$ cat src/rtl/pool_engine_if.sv
// pool_engine_if: control, pool-buffer read and conv-buffer write signals of the 2x2 max-pool engine.
//   state[3:0]    layer state code (POOL1 4'b0011, POOL2 4'b0101, POOL3 4'b0111)
//   start         one-cycle launch pulse
//   busy, done    pass in progress / one-cycle completion pulse
//   rd_en, rd_y, rd_x, rd_c, rd_updown   pool-buffer read request
//   rd_data[43:0] pixel pair returned one cycle after rd_en ([21:0] even x, [43:22] odd x)
//   wr_en, wr_y, wr_x, wr_c, wr_data     conv-buffer write of one pooled value
// The master drives state/start/rd_data; the slave is the engine.
interface pool_engine_if;
    logic [3:0]  state;
    logic        start;
    logic        busy;
    logic        done;
    logic        rd_en;
    logic [5:0]  rd_y;
    logic [5:0]  rd_x;
    logic [5:0]  rd_c;
    logic        rd_updown;
    logic [43:0] rd_data;
    logic        wr_en;
    logic [4:0]  wr_y;
    logic [4:0]  wr_x;
    logic [5:0]  wr_c;
    logic [21:0] wr_data;

    modport master (
        output state, start, rd_data,
        input  busy, done, rd_en, rd_y, rd_x, rd_c, rd_updown,
        input  wr_en, wr_y, wr_x, wr_c, wr_data
    );

    modport slave (
        input  state, start, rd_data,
        output busy, done, rd_en, rd_y, rd_x, rd_c, rd_updown,
        output wr_en, wr_y, wr_x, wr_c, wr_data
    );
endinterface

$ cat src/rtl/pool_engine.sv
// pool_engine: 2x2 max-pool engine, reads upper/lower pixel pairs and writes the signed window maximum.
//   clk    rising-edge clock
//   rst_n  synchronous active-low reset
//   bus    pool_engine_if slave: state/start in, busy/done out, read request out with
//          rd_data back one cycle later, one pooled write out per output position
module pool_engine (
    input  logic         clk,
    input  logic         rst_n,
    pool_engine_if.slave bus
);
    typedef enum logic [1:0] {IDLE, RUN, DRAIN, DONE} fsm_t;

    fsm_t               fsm;
    logic [5:0]         hw_last;
    logic [5:0]         c_last;
    logic               p1_v;
    logic               p1_ud;
    logic [4:0]         p1_y;
    logic [4:0]         p1_x;
    logic [5:0]         p1_c;
    logic signed [21:0] up_e;
    logic signed [21:0] up_o;
    logic signed [21:0] in_e;
    logic signed [21:0] in_o;
    logic signed [21:0] m_up;
    logic signed [21:0] m_lo;
    logic signed [21:0] m_all;
    logic               pool_code;
    logic               x_end;
    logic               y_end;
    logic               last_pos;
    logic               wr_now;

    always_comb begin
        pool_code = bus.state == 4'b0011 || bus.state == 4'b0101 || bus.state == 4'b0111;
        x_end     = bus.rd_x == hw_last;
        y_end     = bus.rd_y == hw_last;
        last_pos  = x_end && y_end && bus.rd_c == c_last;
        in_e      = bus.rd_data[21:0];
        in_o      = bus.rd_data[43:22];
        m_up      = up_e > up_o ? up_e : up_o;
        m_lo      = in_e > in_o ? in_e : in_o;
        m_all     = m_up > m_lo ? m_up : m_lo;
        // p1 marks the read whose data is on rd_data this cycle; the lower row completes a window
        wr_now    = p1_v && p1_ud;
    end

    always_ff @(posedge clk) begin
        if (!rst_n) begin
            fsm           <= IDLE;
            hw_last       <= '0;
            c_last        <= '0;
            p1_v          <= 1'b0;
            p1_ud         <= 1'b0;
            p1_y          <= '0;
            p1_x          <= '0;
            p1_c          <= '0;
            up_e          <= '0;
            up_o          <= '0;
            bus.busy      <= 1'b0;
            bus.done      <= 1'b0;
            bus.rd_en     <= 1'b0;
            bus.rd_updown <= 1'b0;
            bus.rd_y      <= '0;
            bus.rd_x      <= '0;
            bus.rd_c      <= '0;
            bus.wr_en     <= 1'b0;
            bus.wr_y      <= '0;
            bus.wr_x      <= '0;
            bus.wr_c      <= '0;
            bus.wr_data   <= '0;
        end else begin
            p1_v  <= bus.rd_en;
            p1_ud <= bus.rd_updown;
            p1_y  <= bus.rd_y[4:0];
            p1_x  <= bus.rd_x[4:0];
            p1_c  <= bus.rd_c;
            if (p1_v && !p1_ud) begin
                up_e <= in_e;
                up_o <= in_o;
            end
            bus.wr_en   <= wr_now;
            bus.wr_y    <= wr_now ? p1_y : '0;
            bus.wr_x    <= wr_now ? p1_x : '0;
            bus.wr_c    <= wr_now ? p1_c : '0;
            bus.wr_data <= wr_now ? m_all : '0;
            case (fsm)
                IDLE: begin
                    if (bus.start && pool_code) begin
                        fsm           <= RUN;
                        bus.busy      <= 1'b1;
                        bus.rd_en     <= 1'b1;
                        bus.rd_updown <= 1'b0;
                        bus.rd_y      <= '0;
                        bus.rd_x      <= '0;
                        bus.rd_c      <= '0;
                        hw_last       <= bus.state == 4'b0011 ? 6'd15 : bus.state == 4'b0101 ? 6'd7 : 6'd3;
                        c_last        <= bus.state == 4'b0011 ? 6'd15 : bus.state == 4'b0101 ? 6'd31 : 6'd63;
                    end
                end
                RUN: begin
                    if (!bus.rd_updown) begin
                        bus.rd_updown <= 1'b1;
                    end else if (last_pos) begin
                        fsm           <= DRAIN;
                        bus.rd_en     <= 1'b0;
                        bus.rd_updown <= 1'b0;
                        bus.rd_y      <= '0;
                        bus.rd_x      <= '0;
                        bus.rd_c      <= '0;
                    end else begin
                        bus.rd_updown <= 1'b0;
                        bus.rd_x      <= x_end ? '0 : bus.rd_x + 6'd1;
                        bus.rd_y      <= !x_end ? bus.rd_y : y_end ? '0 : bus.rd_y + 6'd1;
                        bus.rd_c      <= x_end && y_end ? bus.rd_c + 6'd1 : bus.rd_c;
                    end
                end
                DRAIN: begin
                    // only the final window's write can appear while draining
                    if (bus.wr_en) begin
                        fsm      <= DONE;
                        bus.done <= 1'b1;
                    end
                end
                DONE: begin
                    fsm      <= IDLE;
                    bus.done <= 1'b0;
                    bus.busy <= 1'b0;
                end
                default: fsm <= IDLE;
            endcase
        end
    end
endmodule

$ cat src/flat_wrapper.sv
// flat-port wrapper written by rule: the top's interface ports become plain ports
module pool_engine_flat 
  (clk, rst_n, bus_state, bus_start, bus_rd_data, bus_busy, bus_done, bus_rd_en, bus_rd_y, bus_rd_x, bus_rd_c, bus_rd_updown, bus_wr_en, bus_wr_y, bus_wr_x, bus_wr_c, bus_wr_data);
  pool_engine_if bus_i ();
  input  logic clk;
  input  logic rst_n;
  input wire logic [$bits(bus_i.state)-1:0] bus_state;
  input wire logic [$bits(bus_i.start)-1:0] bus_start;
  input wire logic [$bits(bus_i.rd_data)-1:0] bus_rd_data;
  output wire logic [$bits(bus_i.busy)-1:0] bus_busy;
  output wire logic [$bits(bus_i.done)-1:0] bus_done;
  output wire logic [$bits(bus_i.rd_en)-1:0] bus_rd_en;
  output wire logic [$bits(bus_i.rd_y)-1:0] bus_rd_y;
  output wire logic [$bits(bus_i.rd_x)-1:0] bus_rd_x;
  output wire logic [$bits(bus_i.rd_c)-1:0] bus_rd_c;
  output wire logic [$bits(bus_i.rd_updown)-1:0] bus_rd_updown;
  output wire logic [$bits(bus_i.wr_en)-1:0] bus_wr_en;
  output wire logic [$bits(bus_i.wr_y)-1:0] bus_wr_y;
  output wire logic [$bits(bus_i.wr_x)-1:0] bus_wr_x;
  output wire logic [$bits(bus_i.wr_c)-1:0] bus_wr_c;
  output wire logic [$bits(bus_i.wr_data)-1:0] bus_wr_data;
  assign bus_i.state = bus_state;
  assign bus_i.start = bus_start;
  assign bus_i.rd_data = bus_rd_data;
  assign bus_busy = bus_i.busy;
  assign bus_done = bus_i.done;
  assign bus_rd_en = bus_i.rd_en;
  assign bus_rd_y = bus_i.rd_y;
  assign bus_rd_x = bus_i.rd_x;
  assign bus_rd_c = bus_i.rd_c;
  assign bus_rd_updown = bus_i.rd_updown;
  assign bus_wr_en = bus_i.wr_en;
  assign bus_wr_y = bus_i.wr_y;
  assign bus_wr_x = bus_i.wr_x;
  assign bus_wr_c = bus_i.wr_c;
  assign bus_wr_data = bus_i.wr_data;
  pool_engine u_core (.clk(clk), .rst_n(rst_n), .bus(bus_i));
endmodule
$ cat config.mk
export PLATFORM = sky130hd
export DESIGN_NAME = pool_engine_flat
export DESIGN_NICKNAME = d
export VERILOG_FILES = /design/src/rtl/pool_engine_if.sv /design/src/rtl/pool_engine.sv /design/src/flat_wrapper.sv
export SDC_FILE = /design/constraint.sdc
export NUM_CORES = 1
export LEC_CHECK = 0
export ABC_AREA = 1
export CORE_UTILIZATION = 25
export CTS_BUF_LIST = sky130_fd_sc_hd__clkbuf_4 sky130_fd_sc_hd__clkbuf_8
export CTS_CLUSTER_SIZE = 16
export DETAILED_ROUTE_END_ITERATION = 8
export MAX_ROUTING_LAYER = met4
export PLACE_DENSITY = 0.42
export SLEW_MARGIN = 20
export SYNTH_ARGS = -nofsm -noshare
export SYNTH_HDL_FRONTEND = slang
export SYNTH_SLANG_ARGS = --single-unit
$ cat constraint.sdc
create_clock -name clk -period 9.59 [get_ports clk]
set_input_delay 2.877 -clock clk [delete_from_list [all_inputs] [get_ports clk]]
set_output_delay 2.877 -clock clk [all_outputs]
set_load 0.02 [all_outputs]
Word level (Yosys, flattened, before mapping). Cells that the tools add are included.

Bits in registers: 137. Input port bits: 51.

Add/sub/neg operators: 3. Magnitude comparators: 3. Equal/unequal tests: 15. Multiplexer cells: 36. Reductions and logical operators: 22.

Operator list (number): two-way mux 6 bit (14); greater-than comparator 22 bit (3); two-way mux 22 bit (3); case mux 6 bit (2 select lines) (3); adder 6 x 1 -> 6 bit (second input constant) (3); equality test 6 bit (3); AND reduction 4 bit (4); AND reduction 2 bit (5); equality test 4 x 3 -> 1 bit (second input constant) (2); two-way mux 2 bit (4); != test 2 x 1 -> 1 bit (second input constant) (4); case mux 1 bit (2 select lines) (4); case mux 2 bit (4 select lines) (1); two-way mux 1 bit (6); != test 3 x 1 -> 1 bit (second input constant) (2); nonzero test 2 bit (3); logical AND 1 bit (5); equality test 2 bit (second input constant) (2); equality test 4 x 2 -> 1 bit (second input constant) (1); two-way mux 3 bit (1); AND reduction 3 bit (1); equality test 2 x 1 -> 1 bit (second input constant) (1); zero test 2 bit (1); logical OR 1 bit (2); zero test 1 bit (1).

Depth between registers and ports, before layout.
Depth after elaboration: 6. Gate-level depth with buffers: 31.

Worst setup path after synthesis. OpenSTA, ideal clock, no wires.

Path type: input -> register. Start: input bus_rd_data[43]. End: register u_core.bus.wr_data[5]. Library setup time: 0.114 ns. Arrival: 5.616 ns. Data required time: 9.476 ns. Slack: 3.861 ns. Stages on the path: 27. Path buffers: 2. Cells stage by stage: inv_1 ha_1 nand2_2 nor2_4 nand2_2 nor2_4 nand2_2 nand3_2 nand2_1 nand2_2 buf_6 nand3_1 nand2_1 inv_1 ha_1 nand2_1 nor2_1 nand2_1 nor2_1 nand2_1 nand4_1 nand2_1 nor2_4 buf_2 nand3_1 nand2_1 nor2_2.

Longest elaborated chain between the ends: 4.

Ends and longest elaborated chain: start: declaration (line flat_wrapper.sv:9) `input wire logic [$bits(bus_i.rd_data)-1:0] bus_rd_data;`; greater-than comparator 22 bit (line pool_engine.sv:42) `m_lo = in_e > in_o ? in_e : in_o;`; two-way mux 22 bit * (line pool_engine.sv:42); greater-than comparator 22 bit (line pool_engine.sv:43) `m_all = m_up > m_lo ? m_up : m_lo;`; two-way mux 22 bit * (line pool_engine.sv:43); end signal: assignment (line pool_engine.sv:86) `bus.wr_data <= wr_now ? m_all : '0;`; end: declaration (line pool_engine_if.sv:35) `output wr_en, wr_y, wr_x, wr_c, wr_data`.

Every way passes the cells marked *; elsewhere a longest branch is shown, timed or not. A chain may end at the register's enable or synchronous reset.

Worst setup path after layout. Same ends and word-level chain as after synthesis.

==> out/summary.txt <==
1st-iter DRT viols -> 354
CTS tree -> yes
Worst Setup Path Type -> input pin to flop
RSZ-0062 raised after global routing -> false
final hold vios -> 0
Yosys top cell area share -> 34.47%
#FFs+latches synth -> 130
H-tree levels -> 4
final critical-path required period -> 7.052 ns
Max VDD drop -> 148.7 µV
post_cts resized -> 0
remaining antenna violation count -> 0
vias per cell -> 4.346
fin. max-slew vios -> 0
nets -> 1309
number of global-route vias before repair -> 6710
Mapped Nets -> 1210
Reg clk slew, reported paths -> 0.10 ns
uppermost routed layer -> met4
detailed-route wire length -> 22.28 mm
top cells by count, synth -> nand2_1 (252), inv_1 (160), nor2_1 (152)
sequential area share after synthesis -> 34.47%
mapped cell area -> 7551 µm²
Met1 Routed Length -> 10.50 mm
number of max-cap violations -> 0
Bufs on Longest Clock Path -> 2
setup violators final -> 0
Yosys Warn Count -> 0
half-perimeter wire length after placement -> 15.67 mm
Die W -> 175.8 µm
clock sinks -> 130
WHS -> 0.4001 ns
synth unique cells -> 43
top post-synthesis cells by area -> dfxtp_1 (34%), nand2_1 (13%), ha_1 (12%)
die area -> 30900 µm²
Mean Syn Cell Area -> 6.953 µm²
max_slew headroom -> 34.27%
met2 WL -> 10.46 mm
CP Launch Type -> input pin
Most common cell on crit path -> nand2_1
Setup Fix Bufs, Post-CTS -> 0
Peak Freq -> 141.8 MHz
Root Buffer -> clkbuf_8
largest net degree at the start of global routing -> 73
Post-Syn Instances -> 1086
Avg WL per Cell -> 14.03 µm
n_diodes -> 0
required time of the worst setup path -> 9.94 ns
Lkg Pwr -> 0.004401 µW
Worst path max stage delay -> 0.52 ns
initial antenna violation count -> 0
crit share post-route -> 73.53%
TritonCTS Buffers -> 17
initial core utilization -> 25.48%
setup tns final -> 0 ns
hold bufs inserted after CTS -> 0
post-synth top area cell -> dfxtp_1
row count -> 63
via count -> 6901
Async S/R FF share, synth -> 0%
layout cells sized above 1 -> 7.930%
Most used DFF post-synth -> dfxtp_1
I/O pins -> 112
die height -> 175.8 µm
global-route total usage across every layer -> 15.39%
DRT Pass-1 Iters -> 5
port buffer count -> 111
routed wl met3 -> 989 µm
pwr/cell area -> 200.5 nW/µm²
number of synthesized flops with an enable pin -> 0
first-pass GRT wire length -> 35.68 mm
Clock Latency Late Sink -> 0.46 ns
crit-path max FO -> 24
DR DRC count -> 0
Hold Path Class -> flop to flop
gpl congestion -> 0.7755
WP data arrival -> 7.41 ns
crit path max-delay cell type -> clkdlybuf4s50_1
synth-to-layout area growth -> 24.39%
Clock Skews -> 0.01976 ns
Critical Path End Type -> flop
most frequent cell after synthesis -> nand2_1
Core ar. -> 29640 µm²
GRT Residual Overflow -> 0
slew of the pin with the lowest slew margin -> 0.9849 ns
status -> finished, final reports clean
## metal layers
metal | vias up | GRT usage [%]
li1 | 3638 | -
met1 | 3078 | 18.73
met2 | 164 | 25.69
met3 | 21 | 2.944
met4 | 0 | 4.420
met5 | - | -
## stage by stage
step	instances	util [%]	instance area, µm²	setup slack, ns	total power [µW]
finish	1588	31.69	9393	2.538	1883
global route	1588	31.69	9393	2.122	2030
CTS	1587	31.60	9365	2.264	1904
detailed placement	1555	30.26	8969	1.761	1419
global placement	1555	30.26	8969	1.789	1427
floorplan	1086	-	7551	3.861	1222
## registers in the layout (all words and copies together) (netlist names), 2 cells and up
register,count
u_core.fsm,2
u_core.hw_last,2
u_core.p1_x,5
u_core.p1_c,6
u_core.up_o,22
u_core.bus.rd_x,6
u_core.c_last,3
u_core.bus.rd_c,6
u_core.bus.rd_y,6
u_core.bus.wr_c,6
u_core.bus.wr_x,5
u_core.bus.wr_y,5
u_core.bus.wr_data,22
u_core.p1_y,5
u_core.up_e,22
## where the power goes
| part | internal [µW] | switching, µW | total, µW | leakage, µW |
|---|---|---|---|---|
| Clock | 196 | 278 | 474 | 0.000198 |
| Combinational | 240 | 556 | 796 | 0.00315 |
| Sequential | 575 | 36.8 | 612 | 0.00105 |
## layout by cell type (no fill, tap or decap), types with 2 or more instances in the layout
cell	count
inv_8	4
clkinv_4	3
inv_2	3
o21ai_0	59
nand3_2	23
nand2_1	252
clkbuf_8	17
nor2_1	151
clkinv_1	2
nand4_1	10
nor2_2	3
a31oi_1	3
a211oi_1	4
o211ai_1	2
nand3_1	61
nand2_2	11
nor3b_1	3
o21bai_1	3
o21ai_1	3
buf_4	5
inv_6	4
nor2_4	7
nor3_1	10
a21oi_1	56
dfxtp_1	130
inv_1	160
clkinv_8	3
a21o_1	3
ha_1	73
and2_1	2
clkdlybuf4s50_1	110
or2_2	3
## layout make-up
type                            count  area [µm²]
Clock buffer                       17       234.0
Clock inverter                     15       162.7
Fill cell                        3302       20250
Inverter                          165       619.3
Multi-Input combinational cell    754        4115
Sequential cell                   130        2603
Tap cell                          390       488.0
Timing Repair Buffer              117        1171
## path summary, 6_finish.rpt
path	end	slack [ns]	cells past startpoint	from
worst max-delay path	u_core.bus.wr_data[5]	2.54	27	bus_rd_data[43]
worst min-delay path	u_core.bus.wr_y[2]	0.40	2	u_core.p1_y[2]
worst max register to register	u_core.bus.wr_data[5]	4.84	24	u_core.up_o[21]
worst min register to register	u_core.bus.wr_y[2]	0.40	2	u_core.p1_y[2]
## cell families (layout without fill, tap and decap cells)
kind of cell,Yosys count,after routing,share of synthesized area (%)
xor+xnor,2,2,0.2320
fa+ha+maj,73,73,12.10
simple gates,543,543,32.49
buf+inv,202,314,11.14
compound gates,136,136,9.577
flops,130,130,34.47
## critical path, delay by kind of cell
family | cells | cell delay [ns]
adder cells (fa/ha/maj) | 2 | 0.59
AO/OA/AOI/OAI | 1 | 0.07
AND/OR/NAND/NOR | 20 | 2.93
buffers and inverters | 4 | 0.92
No activity file was read; power rests on OpenSTA's default activity.
